File: src/rtl/arb_mux_nto1_pkg.sv
// Shared definitions for the N-to-1 arbitrated multiplexer.
package arb_mux_nto1_pkg;

  // Arbitration policy selected by the RR_MODE parameter.
  typedef enum logic {
    ARB_FIXED = 1'b0,
    ARB_RR    = 1'b1
  } arb_mode_e;

  // Next channel index after idx, wrapping from n-1 back to 0.
  function automatic int wrap_inc(input int idx, input int n);
    return (idx >= n - 1) ? 0 : idx + 1;
  endfunction

endpackage

File: src/rtl/arb_mux_nto1_rr_arbiter.sv
// Combinational round-robin arbiter: grants the first requester at or
// above ptr, wrapping from N_IN-1 back to 0. Pointer storage lives in the
// parent so this block stays purely combinational.
module rr_arbiter #(
  parameter int N_IN = 4,
  parameter int SELW = $clog2(N_IN)
) (
  input  logic [N_IN-1:0] req,
  input  logic [SELW-1:0] ptr,
  output logic [N_IN-1:0] grant,
  output logic [SELW-1:0] idx
);

  logic            found_s;
  logic [SELW-1:0] cand_s;

  // Scan requests starting at ptr and take the first one found.
  always_comb begin
    grant   = '0;
    idx     = '0;
    found_s = 1'b0;
    cand_s  = '0;
    for (int k = 0; k < N_IN; k++) begin
      cand_s = SELW'((int'(ptr) + k) % N_IN);
      if (!found_s && req[cand_s]) begin
        grant[cand_s] = 1'b1;
        idx           = cand_s;
        found_s       = 1'b1;
      end else begin
        found_s = found_s;
      end
    end
  end

endmodule

File: src/rtl/arb_mux_nto1.sv
// N-to-1 multiplexer with valid/ready handshake, registered output stage
// and either software-selected or round-robin arbitration.
module arb_mux_nto1
  import arb_mux_nto1_pkg::*;
#(
  parameter  int WIDTH   = 8,
  parameter  int N_IN    = 4,
  parameter  int RR_MODE = 1,
  localparam int SELW    = $clog2(N_IN)
) (
  input  logic                  clk,
  input  logic                  rst_n,
  input  logic [N_IN*WIDTH-1:0] in_data,
  input  logic [N_IN-1:0]       in_valid,
  output logic [N_IN-1:0]       in_ready,
  input  logic [SELW-1:0]       sel,
  output logic [WIDTH-1:0]      out_data,
  output logic                  out_valid,
  input  logic                  out_ready,
  output logic [SELW-1:0]       out_src
);

  localparam arb_mode_e MODE = (RR_MODE != 0) ? ARB_RR : ARB_FIXED;

  logic             out_valid_r;
  logic [WIDTH-1:0] out_data_r;
  logic [SELW-1:0]  out_src_r;
  logic [SELW-1:0]  rr_ptr_r;

  logic             load_en_s;
  logic             accept_s;
  logic [N_IN-1:0]  rr_grant_s;
  logic [SELW-1:0]  rr_idx_s;
  logic [N_IN-1:0]  fix_grant_s;
  logic [N_IN-1:0]  grant_s;
  logic [SELW-1:0]  grant_idx_s;
  logic [WIDTH-1:0] data_sel_s;

  rr_arbiter #(
    .N_IN (N_IN),
    .SELW (SELW)
  ) u_rr_arbiter (
    .req   (in_valid),
    .ptr   (rr_ptr_r),
    .grant (rr_grant_s),
    .idx   (rr_idx_s)
  );

  // Fixed-select grant; an out-of-range sel grants nobody.
  always_comb begin
    fix_grant_s = '0;
    if (int'(sel) < N_IN) begin
      fix_grant_s[sel] = in_valid[sel];
    end else begin
      fix_grant_s = '0;
    end
  end

  // Pick the grant source for the configured arbitration policy.
  always_comb begin
    grant_s     = '0;
    grant_idx_s = '0;
    if (MODE == ARB_RR) begin
      grant_s     = rr_grant_s;
      grant_idx_s = rr_idx_s;
    end else begin
      grant_s     = fix_grant_s;
      grant_idx_s = sel;
    end
  end

  // Output register can take a new word when empty or being drained now.
  assign load_en_s = !out_valid_r || out_ready;
  // Ready is withheld during reset so nothing is lost while the stage clears.
  assign in_ready  = (rst_n && load_en_s) ? grant_s : {N_IN{1'b0}};
  assign accept_s  = |in_ready;

  // Route the granted channel's data; grant is one-hot so at most one hit.
  always_comb begin
    data_sel_s = '0;
    for (int i = 0; i < N_IN; i++) begin
      if (grant_s[i]) begin
        data_sel_s = in_data[i*WIDTH +: WIDTH];
      end else begin
        data_sel_s = data_sel_s;
      end
    end
  end

  // Output stage and round-robin pointer; pointer only moves on accept.
  always_ff @(posedge clk) begin
    if (!rst_n) begin
      out_valid_r <= 1'b0;
      out_data_r  <= '0;
      out_src_r   <= '0;
      rr_ptr_r    <= '0;
    end else begin
      if (accept_s) begin
        out_valid_r <= 1'b1;
        out_data_r  <= data_sel_s;
        out_src_r   <= grant_idx_s;
        if (MODE == ARB_RR) begin
          rr_ptr_r <= SELW'(wrap_inc(int'(grant_idx_s), N_IN));
        end else begin
          rr_ptr_r <= rr_ptr_r;
        end
      end else if (out_valid_r && out_ready) begin
        out_valid_r <= 1'b0;
      end else begin
        out_valid_r <= out_valid_r;
      end
    end
  end

  assign out_valid = out_valid_r;
  assign out_data  = out_data_r;
  assign out_src   = out_src_r;

endmodule

File: config.mk
export PLATFORM = sky130hd
export DESIGN_NAME = arb_mux_nto1
export DESIGN_NICKNAME = d
export VERILOG_FILES = /design/src/rtl/arb_mux_nto1_pkg.sv /design/src/rtl/arb_mux_nto1_rr_arbiter.sv /design/src/rtl/arb_mux_nto1.sv
export SDC_FILE = /design/constraint.sdc
export NUM_CORES = 1
export LEC_CHECK = 0
export ABC_AREA = 1
export CAP_MARGIN = 20
export CORE_ASPECT_RATIO = 1.5
export CORE_UTILIZATION = 48
export DETAILED_ROUTE_END_ITERATION = 10
export GPL_TIMING_DRIVEN = 0
export PLACE_DENSITY = 0.91
export SLEW_MARGIN = 30
export SYNTH_ARGS = -nofsm -noshare
export SYNTH_HDL_FRONTEND = slang
export SYNTH_HIERARCHICAL = 1
export SYNTH_SLANG_ARGS = --single-unit
File: constraint.sdc
create_clock -name clk -period 8.25 [get_ports clk]
set_clock_uncertainty 0.1 [all_clocks]
set_input_delay 1.65 -clock clk [delete_from_list [all_inputs] [get_ports clk]]
set_output_delay 1.65 -clock clk [all_outputs]
set_load 0.1 [all_outputs]
==> results by group <==
STA
  – Final Slew Violations: 0
  – Unrepaired setup endpoints after global routing: false
  – Final setup fails: 0
  – Setup TNS: 0 ps
  – Fin crit period: 6380 ps
  – Final count of hold timing violations: 0
  – Fmax: 157 MHz
  – Post-route clock period utilization: 77.4%
  – Slew headroom: 34.2%
  – Worst Tran Pin Value: 984 ps

Die
  – Die Ht: 69.4 µm
  – CORE AREA: 2880 µm²
  – Die area: 3250 µm²
  – Starting Density: 50.4%
  – Chip Width: 46.9 µm
  – Ports: 56
  – FP Rows: 24

Worst setup path
  – R2R depth: 16
  – CP Cell Sequence: clkdlybuf4s50_1, inv_1, nand2_1, nand3_2, nand2_4, nor2_4, buf_6, nand3_1, nand3_1, buf_4, clkinv_1, nor2_1, clkdlybuf4s50_1
  – CP Max Fanout: 10
  – CP endpoint kind: output port
  – R2r setup slk: 5220 ps
  – FF-to-FF End: out_data[1]
  – Worst r2r src: rr_ptr_r[0]
  – CP Data Required Time: 6500 ps
  – Worst-path cell with the longest stage delay: clkdlybuf4s50_1
  – Critical Path AT: 4630 ps
  – Crit path launch type: input pin
  – Crit path kind: input pin to output port
  – CP max stage delay: 1140 ps

Clock tree
  – Clock Tree Root: clkbuf_8
  – TritonCTS clock tree: done
  – TritonCTS buffer count: 3
  – CTS resizes: 0
  – Max clock buf depth: 2
  – Clock sink count: 13
  – CTS H-tree depth: 1
  – Clk slew on worst S/H paths: 50 ps
  – Worst-Skew Late Latency: 240 ps
  – Postcts setup bufs: 0
  – Hold-fix buffers at CTS: 0

Synth
  – Seq/Total Area, Yosys: 17.9%
  – Synth Area per Inst: 6.60 µm²
  – Cell Area, Synth: 1450 µm²
  – Register bit total from synthesis: 13
  – Synthesized instance count: 220
  – Synth warn: 6
  – Synth cell types: 27
  – Synth Net Count: 267

Routing
  – Vias per inst: 5.13
  – Drt total wl: 3820 µm
  – DRT iter0 DRCs: 31
  – Drt first pass iters: 4
  – DRC: 0
  – Wire per inst: 12.1 µm
  – Antenna-violating nets left: 0
  – Vias post-DR: 1,615

Placement
  – GPL Wtd Cong: 0.904
  – IO buf count: 52
  – Hpwl dp: 2950 µm

Global route
  – Antenna violations before repair: 0
  – Number of global-route vias before repair: 1,603
  – First-pass GRT wire length: 6410 µm
  – Total track usage: 25.8%
  – Largest net degree at the start of global routing: 11
  – GR Overflow Total: 0

Hold path
  – Hold path cells: 2
  – Hold endpoint: out_src[0]
  – Hold WC Path Type: flip-flop to flip-flop
  – Hold Crit Start: out_src[0]

Final layout
  – P&R area growth vs syn: 42.3%
  – Layout Nets: 324
  – Multi-input logic area: 1030 µm²
  – Register Area: 260 µm²
  – Fill cells: 249
  – Share of layout cells above drive strength 1: 22.8%
  – Antenna cells: 0

Outcome
  – Outcome: finished clean

Job
  – Max cap viols: 0
[critical path: cells and delay by family]
| kind | cells | cell delay (ps) |
|---|---|---|
| buffers and inverters | 6 | 2210 |
| and+or+nand+nor | 7 | 760 |
[how the worst max path moves through the flow]
stage,startpoint,endpoint,depth (start not counted)
2_1_floorplan,in_valid[3],in_ready[3],11
3_3_place_gp,in_valid[3],in_ready[1],13
3_5_place_dp,in_valid[1],in_ready[1],13
4_1_cts,in_valid[1],in_ready[1],13
5_1_grt,in_valid[3],in_ready[1],13
6_report,in_valid[1],in_ready[1],13
[routing by layer]
metal	vias up	wire length [µm]	global-route usage, %
met1	721	1430	27.3
met3	8	161	5.21
met4	0	76	7.30
met2	56	2140	47.5
met5	-	0	0
li1	830	-	-
[per-stage QoR]
| stage | instances | hold slack (ps) | util (%) | setup WS [ps] | area [µm²] |
|---|---|---|---|---|---|
| global placement | 311 | 363 | 70.1 | 1910 | 2020 |
| global route | 315 | 437 | 71.7 | 1680 | 2070 |
| floorplan | 220 | 477 | - | 2510 | 1450 |
| CTS | 315 | 383 | 71.7 | 1880 | 2070 |
| detailed placement | 311 | 371 | 70.1 | 1880 | 2020 |
| finish | 315 | 378 | 71.7 | 1870 | 2070 |
[synth_stat cells]
cell type	count	area [µm²]
a21boi_0	4	30.0
a21oi_1	15	75.1
a21oi_2	1	8.76
buf_12	1	20.0
buf_4	4	30.0
buf_6	3	33.8
clkbuf_1	1	3.75
clkbuf_2	1	5.00
clkinv_1	2	7.51
dfxtp_1	13	260
ha_1	6	75.1
inv_1	11	41.3
inv_2	4	15.0
inv_4	1	6.26
nand2_1	55	206
nand2_2	8	50.1
nand2_4	2	22.5
nand3_1	30	150
nand3_2	2	20.0
nand3_4	1	17.5
nand3b_1	10	75.1
nand4_1	6	37.5
nor2_1	7	26.3
nor2_2	21	131
nor2_4	1	11.3
o211ai_4	2	42.5
or2_2	8	50.1
[kinds of logic after synthesis]
logic type / Yosys count / synth area share [%]
AO/OA/AOI/OAI: 22 / 10.8
adder cells (fa/ha/maj): 6 / 5.17
flip-flops: 13 / 17.9
AND/OR/NAND/NOR: 151 / 55.0
buffers and inverters: 28 / 11.2
[cell type report]
class / count / area share, %
multi-input combinational: 179 / 49.8
sequential: 13 / 12.6
timing repair buffer: 52 / 25.2
buffer: 10 / 4.48
clock buffer: 4 / 2.18
tap: 39 / 2.36
inverter: 18 / 3.39
[flip-flops by register name, summed over array words and instances, names as in the netlist]
| signal | count |
|---|---|
| out_src | 2 |
| out_data | 8 |
| rr_ptr_r | 2 |
| out_valid | 1 |
[cell usage in the layout (no fill, tap or decap), types with 6 or more instances in the layout]
cell type	synthesis	layout
inv_1	11	11
a21oi_1	15	15
nand4_1	6	6
nor2_1	7	7
nor2_2	21	21
dfxtp_1	13	13
nand3b_1	10	10
ha_1	6	6
clkdlybuf4s50_1	0	52
or2_2	8	8
nand2_2	8	8
nand3_1	30	30
nand2_1	55	55
Power is left out: the tool's default activity adds up to more than one toggle a clock period on the data nets, which glitch-free logic cannot reach.
